## src/rtl/status_reg.sv

```systemverilog
// ----------------------------------------------------------------------------
// status_reg -- 6502-style processor status register (P) with a two-stage
// flag pipeline, explicit flag operations, PLP/RTI load and branch decision.
//
// P layout: {N, V, 1, B, D, I, Z, C}. The stored B bit is always 0 and bit5
// is always 1; B only appears on p_push.
//
// Ports:
//   clk           in   clock, all state updates on the rising edge
//   reset         in   synchronous active-high reset (P = 8'h24)
//   alu_negative  in   ALU N result
//   alu_overflow  in   ALU V result
//   alu_zero      in   ALU Z result
//   alu_c_out     in   ALU C result
//   flag_capture  in   latch ALU flags + mask into the pending stage
//   flag_mask     in   [3:0] {N,V,Z,C} which captured flags commit into P
//   flush         in   discard the pending stage (no commit)
//   flag_op       in   [2:0] 0 none,1 CLC,2 SEC,3 CLI,4 SEI,5 CLD,6 SED,7 CLV
//   load_p        in   load P from data_in (PLP/RTI)
//   data_in       in   [7:0] value for load_p
//   brk_push      in   B value inserted into p_push
//   br_cond       in   [2:0] branch opcode bits [7:5]
//   p_out         out  [7:0] committed P
//   p_push        out  [7:0] P as pushed to stack (B = brk_push)
//   c_fwd         out  carry for the ALU, forwarded from the pending stage
//   bcd           out  decimal-mode flag (P.D)
//   branch_taken  out  branch decision from the forwarded flags
//   pend_valid    out  pending stage holds uncommitted flags
// ----------------------------------------------------------------------------
module status_reg (
    input  logic       clk,
    input  logic       reset,
    input  logic       alu_negative,
    input  logic       alu_overflow,
    input  logic       alu_zero,
    input  logic       alu_c_out,
    input  logic       flag_capture,
    input  logic [3:0] flag_mask,
    input  logic       flush,
    input  logic [2:0] flag_op,
    input  logic       load_p,
    input  logic [7:0] data_in,
    input  logic       brk_push,
    input  logic [2:0] br_cond,
    output logic [7:0] p_out,
    output logic [7:0] p_push,
    output logic       c_fwd,
    output logic       bcd,
    output logic       branch_taken,
    output logic       pend_valid
);

    localparam logic [2:0] OP_NONE = 3'd0;
    localparam logic [2:0] OP_CLC  = 3'd1;
    localparam logic [2:0] OP_SEC  = 3'd2;
    localparam logic [2:0] OP_CLI  = 3'd3;
    localparam logic [2:0] OP_SEI  = 3'd4;
    localparam logic [2:0] OP_CLD  = 3'd5;
    localparam logic [2:0] OP_SED  = 3'd6;
    localparam logic [2:0] OP_CLV  = 3'd7;

    localparam logic [7:0] P_RESET = 8'h24;

    // Bit positions inside P.
    localparam int unsigned BIT_C = 0;
    localparam int unsigned BIT_Z = 1;
    localparam int unsigned BIT_I = 2;
    localparam int unsigned BIT_D = 3;
    localparam int unsigned BIT_V = 6;
    localparam int unsigned BIT_N = 7;

    logic [7:0] p_reg;
    logic [7:0] next_p;
    logic [7:0] load_val;

    // Pending stage, flags and mask both in {N,V,Z,C} order.
    logic [3:0] pend_flags;
    logic [3:0] pend_mask;

    logic       commit_en;
    logic       fwd_n;
    logic       fwd_v;
    logic       fwd_z;
    logic       fwd_c;

    // A flush on the same edge as a pending commit suppresses the commit.
    assign commit_en = pend_valid && !flush;

    // PLP/RTI value: bit5 forced high, B forced low.
    assign load_val = (data_in | 8'h20) & 8'hEF;

    // Commit masked pending flags first, then let flag_op override the
    // bit it targets so an explicit flag instruction wins a same-edge clash.
    always_comb begin
        next_p = p_reg;
        if (commit_en) begin
            if (pend_mask[3]) next_p[BIT_N] = pend_flags[3];
            if (pend_mask[2]) next_p[BIT_V] = pend_flags[2];
            if (pend_mask[1]) next_p[BIT_Z] = pend_flags[1];
            if (pend_mask[0]) next_p[BIT_C] = pend_flags[0];
        end
        case (flag_op)
            OP_CLC:  next_p[BIT_C] = 1'b0;
            OP_SEC:  next_p[BIT_C] = 1'b1;
            OP_CLI:  next_p[BIT_I] = 1'b0;
            OP_SEI:  next_p[BIT_I] = 1'b1;
            OP_CLD:  next_p[BIT_D] = 1'b0;
            OP_SED:  next_p[BIT_D] = 1'b1;
            OP_CLV:  next_p[BIT_V] = 1'b0;
            OP_NONE: ;
            default: ;
        endcase
    end

    always_ff @(posedge clk) begin
        if (reset) begin
            p_reg <= P_RESET;
        end else if (load_p) begin
            p_reg <= load_val;
        end else begin
            p_reg <= next_p;
        end
    end

    always_ff @(posedge clk) begin
        if (reset || load_p || flush) begin
            pend_valid <= 1'b0;
        end else begin
            pend_valid <= flag_capture;
        end
        if (flag_capture) begin
            pend_flags <= {alu_negative, alu_overflow, alu_zero, alu_c_out};
            pend_mask  <= flag_mask;
        end
    end

    // Forwarding: a valid pending flag whose mask bit is set shadows P.
    assign fwd_n = (pend_valid && pend_mask[3]) ? pend_flags[3] : p_reg[BIT_N];
    assign fwd_v = (pend_valid && pend_mask[2]) ? pend_flags[2] : p_reg[BIT_V];
    assign fwd_z = (pend_valid && pend_mask[1]) ? pend_flags[1] : p_reg[BIT_Z];
    assign fwd_c = (pend_valid && pend_mask[0]) ? pend_flags[0] : p_reg[BIT_C];

    always_comb begin
        case (br_cond[2:1])
            2'b00:   branch_taken = (fwd_n == br_cond[0]);
            2'b01:   branch_taken = (fwd_v == br_cond[0]);
            2'b10:   branch_taken = (fwd_c == br_cond[0]);
            default: branch_taken = (fwd_z == br_cond[0]);
        endcase
    end

    assign c_fwd  = fwd_c;
    assign bcd    = p_reg[BIT_D];
    assign p_out  = p_reg;
    assign p_push = {p_reg[7:6], 1'b1, brk_push, p_reg[3:0]};

endmodule

```

## config.mk

```make
export PLATFORM = sky130hd
export DESIGN_NAME = status_reg
export DESIGN_NICKNAME = d
export VERILOG_FILES = /design/src/rtl/status_reg.sv
export SDC_FILE = /design/constraint.sdc
export NUM_CORES = 1
export LEC_CHECK = 0
export ABC_AREA = 1
export CAP_MARGIN = 20
export CORE_MARGIN = 2
export CORE_UTILIZATION = 35
export CTS_CLUSTER_DIAMETER = 40
export DETAILED_ROUTE_END_ITERATION = 8
export PLACE_DENSITY = 0.79
export SETUP_SLACK_MARGIN = 0.2
export SLEW_MARGIN = 20
export SYNTH_ARGS = -nofsm -noshare
export SYNTH_HDL_FRONTEND = slang
export SYNTH_SLANG_ARGS = --single-unit
```

## constraint.sdc

```tcl
create_clock -name clk -period 1 [get_ports clk]
set_input_delay 0.2 -clock clk [delete_from_list [all_inputs] [get_ports clk]]
set_output_delay 0.2 -clock clk [all_outputs]
set_load 0.005 [all_outputs]
```

==> flow_summary.yaml <==
run_status:
  status: "complete, but fails checks"
  violations: "setup timing"
sta:
  fin_skew_ns: 0.00274
  fin_crit_ns: 1.61
  finalSetupViolCount: 19
  finalCritPeriodShare: 1.61
  worst_slack_ns: -0.611
  grt_setup_unrepaired: "yes"
  fmax_mhz: 621
  drv_slew: 0
  hold_violations: 0
drt:
  vias: 1118
  drt_iter0_drc: 27
  routed_wl_um: 3140
  wl_per_cell_um: 14.1
  antenna_left: 0
  route.detailed.drc: 0
  drt_pass1_iterations: 5
  routed_via_density: 5.01
synthesis:
  netlist_area_um2: 928
  ys.flop_type: "edfxtp_1"
  ys_seq_area_frac: 0.410
  netlist.area_leader.share: 0.259
  synth_edf_count: 8
  yosys.cell_types.count: 24
  syn_area_per_cell_um2: 7.61
  synthCells: 122
  synth_warnings: 0
  synthArstFlopShare: 0
  yosys-top-cells-area: "edfxtp_1 (26%), dfxtp_1 (15%), nand2_1 (13%)"
  ys_ff_latch: 15
  synth_top_area_cell: "edfxtp_1"
floorplanning:
  ios: 48
  die_y_um: 55.5
  die_area_um2: 3080
  rows: 18
  core_um2: 2500
  start_util: 0.371
  die_x_um: 55.5
global_route:
  grt_max_degree: 12
  antenna_found_initial: 0
  met2_usage: 0.391
  use_met1: 0.173
  grt-ovfl-total: 0
  top_usage_layer: "met2"
  grt.total_usage: 0.195
  grt_pass1_vias: 1165
  grt_first_pass_wirelength_um: 4790
  grtUsageMet3: 0.0445
setup_path:
  reg2reg_slack_ns: -0.27
  worstPathCellList: "nand2_2, nand2_1, nand3_1, nand2_1, nor2_1, nand3_1, nand2_1, buf_2"
  crit_path_frequent_cell: "nand2_1"
  path_class: "reg2out"
  path_max_fanout: 4
  critPathSlowestCell: "edfxtp_1"
  crit_required_ns: 0.80
  critPathMaxStageDelay_ns: 0.47
  worstSetupStartpointType: "register"
  cp.arrival_ns: 1.41
  end_kind: "output port"
clock_network:
  clock-sinks: 15
  cts_tree: "done"
  clock-root-buffer: "clkbuf_4"
  cts.clk_slew.worst_paths_ns: 0.09
  cts_hold_buf: 0
  cts_htree_levels: 1
  numCtsBuffers: 3
  clk_path_buf_depth: 2
  clkLatencyLatePin_ns: 0.29
finish:
  syn2layout_area_growth_pct: 91.5
  fin_nets: 222
  final_cell_mix: "buf_6 (33), nand2_1 (24), clkdlybuf4s50_1 (18)"
  drive_gt1_frac: 0.487
  n_antenna_cell: 0
  final_util: 0.711
  final_common_cell: "buf_6"
placed_design:
  port_buffers: 40
  gp_congestion: 0.732
  place_hpwl_um: 1940
pwr:
  power.leakage_nw: 0.822
  power_density_nw_per_um2: 943
  power_mw: 1.68
  ir_drop_mv: 0.729
run:
  maxCapViolCount: 0
hold_path:
  worstHoldPathType: "in2reg"
[cell usage after synthesis (all sizes together) (2+ instances only)]
library cell,instances
conb,2
inv,11
o21ai,5
nor2,11
a21oi,3
dfxtp,7
buf,13
a31oi,3
nand3,17
edfxtp,8
o211ai,2
nand2,35
[metrics by stage]
step	TNS, ns	instances	setup slack (ns)	hold slack [ns]	cell area, µm²
after floorplan	-0.0833	123	-0.0833	0.268	941
after CTS	-3.36	218	-0.578	0.382	1680
after detailed placement	-6.11	201	-0.836	0.400	1450
after global placement	-5.70	201	-0.803	0.400	1450
after global routing	-4.93	223	-0.725	0.400	1780
final	-4.07	223	-0.611	0.376	1780
[sequential cells by signal, indices dropped and copies added (netlist names)]
name,flops
p_out,6
pend_valid,1
pend_mask,4
pend_flags,4
[routing by layer]
layer  vias to the layer above  share of wire
li1                        532              -
met1                       527           0.36
met2                        48           0.58
met3                        11          0.042
met4                         0          0.026
met5                         -              0
[cell type report]
type                            count  area [µm²]
Multi-Input combinational cell     84         492
Clock buffer                        4        26.3
Sequential cell                    15         392
Tap cell                           30        37.5
Timing Repair Buffer               79         787
Inverter                           11        43.8
Fill cell                         178         722
[report_power, final]
part | total, mW | leakage [nW] | internal [mW] | switching (mW)
registers | 0.748 | 0.138 | 0.700 | 0.0478
logic | 0.576 | 0.669 | 0.355 | 0.221
clock network | 0.353 | 0.0150 | 0.155 | 0.198
[worst max-delay path, delay by kind of cell (launching register included)]
kind          cells  cell delay (ns)
simple gates      7             0.55
flops             1             0.47
buf+inv           1             0.10
[kinds of logic (layout without fill, tap and decap cells)]
logic type / count (synthesis) / count (layout) / share of synthesized area
AO/OA/AOI/OAI: 15 / 15 / 0.0957
flip-flops: 15 / 15 / 0.410
other: 2 / 3 / 0.00809
buffers and inverters: 24 / 94 / 0.156
AND/OR/NAND/NOR: 66 / 66 / 0.330
[final timing paths]
kind                            cells after the start              startpoint                     to
worst max-delay path                                8  pend_mask[0]$_DFFE_PP_           branch_taken
worst min register to register                      3   p_out[1]$_SDFFE_PP0P_  p_out[1]$_SDFFE_PP0P_
worst min-delay path                                3              flag_op[2]  p_out[3]$_SDFFE_PP0P_
worst max register to register                      9   pend_valid$_SDFF_PP0_  p_out[0]$_SDFFE_PP0P_
[timing repair]
item                                   4_1_cts  5_1_grt
resized for setup                          111       21
gates cloned                                 0        0
setup endpoints to repair                   31       22
endpoints found under the hold margin        0        0
buffers inserted                            13        5
pin swaps                                   10       14
No activity file was read; power rests on OpenSTA's default activity.
==> edit, RTL diff (config.mk and constraints unchanged) <==
Register the input `flag_op` before use. The logic sees it one clock later. The other inputs are not delayed to match.
--- a/src/rtl/status_reg.sv
+++ b/src/rtl/status_reg.sv
@@ -70,4 +70,10 @@
     localparam int unsigned BIT_N = 7;
 
+    logic [2:0] flag_op_q;
+
+    always_ff @(posedge clk) begin
+        flag_op_q <= flag_op;
+    end
+
     logic [7:0] p_reg;
     logic [7:0] next_p;
@@ -100,5 +106,5 @@
             if (pend_mask[0]) next_p[BIT_C] = pend_flags[0];
         end
-        case (flag_op)
+        case (flag_op_q)
             OP_CLC:  next_p[BIT_C] = 1'b0;
             OP_SEC:  next_p[BIT_C] = 1'b1;
Check against the original RTL: not equivalent (a bounded check fails within 4 cycles, from zero or initial values and one cycle with reset high).
==> edit against the unedited design <==
- non-clock buffer count decreased by 3
- highest routed layer unchanged
- register-to-register slack got worse by 0.18 ns
- setup slack got worse by 0.047 ns
- area after synthesis increased by 6.5%
- critical path type unchanged
- via count increased by 3.1%
- the run still ends with setup timing left
- global-route usage increased by 0.25 points
- final area increased by 2.8%
- sequential cell count increased by 3
- wire length increased by 8.6%
- power increased by 9.8%
- utilization decreased by 3.7 points
==> edit: results (changes against the unedited design) <==
Route
  – Met2 wire length: 1.88 mm (+4.0%)
  – DR vias/cell: 5.15 (+2.7%)
  – Drt first pass iters: 4 (-1)
  – DR WL/cell: 15.2 um (+8.2%)
  – Iteration-0 DRC Markers: 84 (+210%)
  – Top sig layer: met4
  – DR WL met3: 257 um (+93%)
  – M1 WL: 1.16 mm (+4.0%)

CTS
  – CTS H-tree lvls: 1 (unchanged)
  – Clock buffer count from CTS: 3 (unchanged)
  – Clock Tree Buf Depth: 2 (unchanged)
  – Clock slew at reported path FFs: 0.11 ns (+0.02 ns)

Worst setup path
  – CP peak stage delay: 0.47 ns (about the same)
  – Worst Path Arrival: 1.46 ns (+0.05 ns)
  – Critical Path Fanout Max: 3 (-1)

Global routing
  – Gr usage total: 19.8% (+0.25 points)
  – Number of global-route vias before repair: 1129 (-3.1%)
  – First-pass GRT wire length: 4.98 mm (+4.0%)

Placed design
  – Dpl hpwl: 1.91 mm (-1.6%)
  – Global placement routability congestion: 0.795 (+8.5%)
  – DP Worst Slack: -0.854 ns (-0.0176 ns)

Logic synthesis
  – Top post-synthesis cells by count: nand2_1 (32), nand3_1 (17), buf_4 (12)
  – Netlist cell types: 24 (unchanged)
  – Async set-or-reset flop fraction in the synthesized netlist: 0% (unchanged)
  – Sequential fraction of the synthesis area: 44.6% (+3.6 points)
  – Top cells by area, synth: edfxtp_1 (24%), dfxtp_1 (20%), nand2_1 (12%)
  – EDFF count, synth: 8 (unchanged)
  – Most used flip-flop cell after synthesis: dfxtp_1
  – Post-synthesis mux area share: 0% (unchanged)
  – Synth Area in Compound Gates: 8.99% (-0.58 points)

Timing
  – Worst Skew: 0.00119 ns (-0.00155 ns)
  – Final setup viols: 18 (-1)
  – Worst setup margin: -0.659 ns (-0.0474 ns)

Cells and area
  – Max reg flops: 6 (unchanged)
  – Fill count: 198 (+11%)
  – Share of post-route cells with drive strength above 1: 48.2% (-0.52 points)

Pwr
  – VDD IR max: 0.773 mV (+6.0%)
  – Sw Ratio: 28.1% (+0.26 points)
  – LEAKAGE: 0.000829 uW (+0.82%)

Status
  – Status: finished with violations
  – Violated checks: setup timing
-- edit: changes by cell type in the layout (fill, tap and decap cells not counted), sizes merged --
cell and delta:
buf -2, dlygate4sd2 -3, clkbuf -1, dfxtp +3
clkdlybuf4s50 +3
-- edit: routing by layer --
| layer | track usage (%) | vias to the layer above |
|---|---|---|
| met1 | 19.0 | 542 |
| li1 | - | 537 |
| met4 | 10.6 | 0 |
| met3 | 5.90 | 12 |
| met5 | 0 | - |
| met2 | 37.3 | 62 |
-- edit: path summary, 6_finish.rpt --
kind	start	to	slack [ns]	cells past startpoint
min	flag_op[0]	flag_op_q[0]	0.32	1
min reg2reg	flag_op_q[2]	p_out[3]	0.54	2
max	pend_mask[1]	branch_taken	-0.66	8
max reg2reg	pend_valid	p_out[7]	-0.45	8
-- edit: metrics by stage --
| step | util (%) | cells | instance area (um^2) | TNS, ns |
|---|---|---|---|---|
| 2_1_floorplan | - | 126 | 1000 | -0.0833 |
| 3_3_place_gp | 54.9 | 202 | 1490 | -5.60 |
| 3_5_place_dp | 54.9 | 202 | 1490 | -6.06 |
| 4_1_cts | 63.5 | 220 | 1720 | -3.40 |
| 5_1_grt | 67.5 | 224 | 1830 | -5.00 |
| 6_report | 67.5 | 224 | 1830 | -4.30 |
-- edit: power by group through the flow --
stage / sequential [uW] / combinational [uW] / clock, uW
6_report: 885 / 558 / 397
5_1_grt: 890 / 594 / 437
4_1_cts: 870 / 500 / 386
3_5_place_dp: 886 / 426 / 0
3_3_place_gp: 882 / 416 / 0
2_1_floorplan: 882 / 173 / 0
-- edit: cell families (layout without fill, tap and decap cells) --
kind of cell	count (synthesis)	count (layout)
AO/OA/AOI/OAI	15	15
buffers and inverters	24	91
other	2	3
flip-flops	18	18
AND/OR/NAND/NOR	66	66
-- edit: layout make-up --
class | count | area (um^2) | area share (%)
Timing Repair Buffer | 76 | 764 | 41.8
Sequential cell | 18 | 460 | 25.2
Multi-Input combinational cell | 84 | 494 | 27.0
Clock buffer | 4 | 26.3 | 1.44
Tap cell | 31 | 38.8 | 2.12
Inverter | 11 | 43.8 | 2.40
-- edit: critical path, delay by kind of cell, from the launching register on --
kind          cells  cell delay, ns
flops             1            0.47
buf+inv           1            0.11
simple gates      7            0.58
-- edit: what timing repair did --
item / CTS / global route
buffers inserted: 14 / 4
endpoints found under the setup margin: 31 / 23
pin swaps: 11 / 8
resized for setup: 111 / 20
hold endpoints to repair: 0 / 0
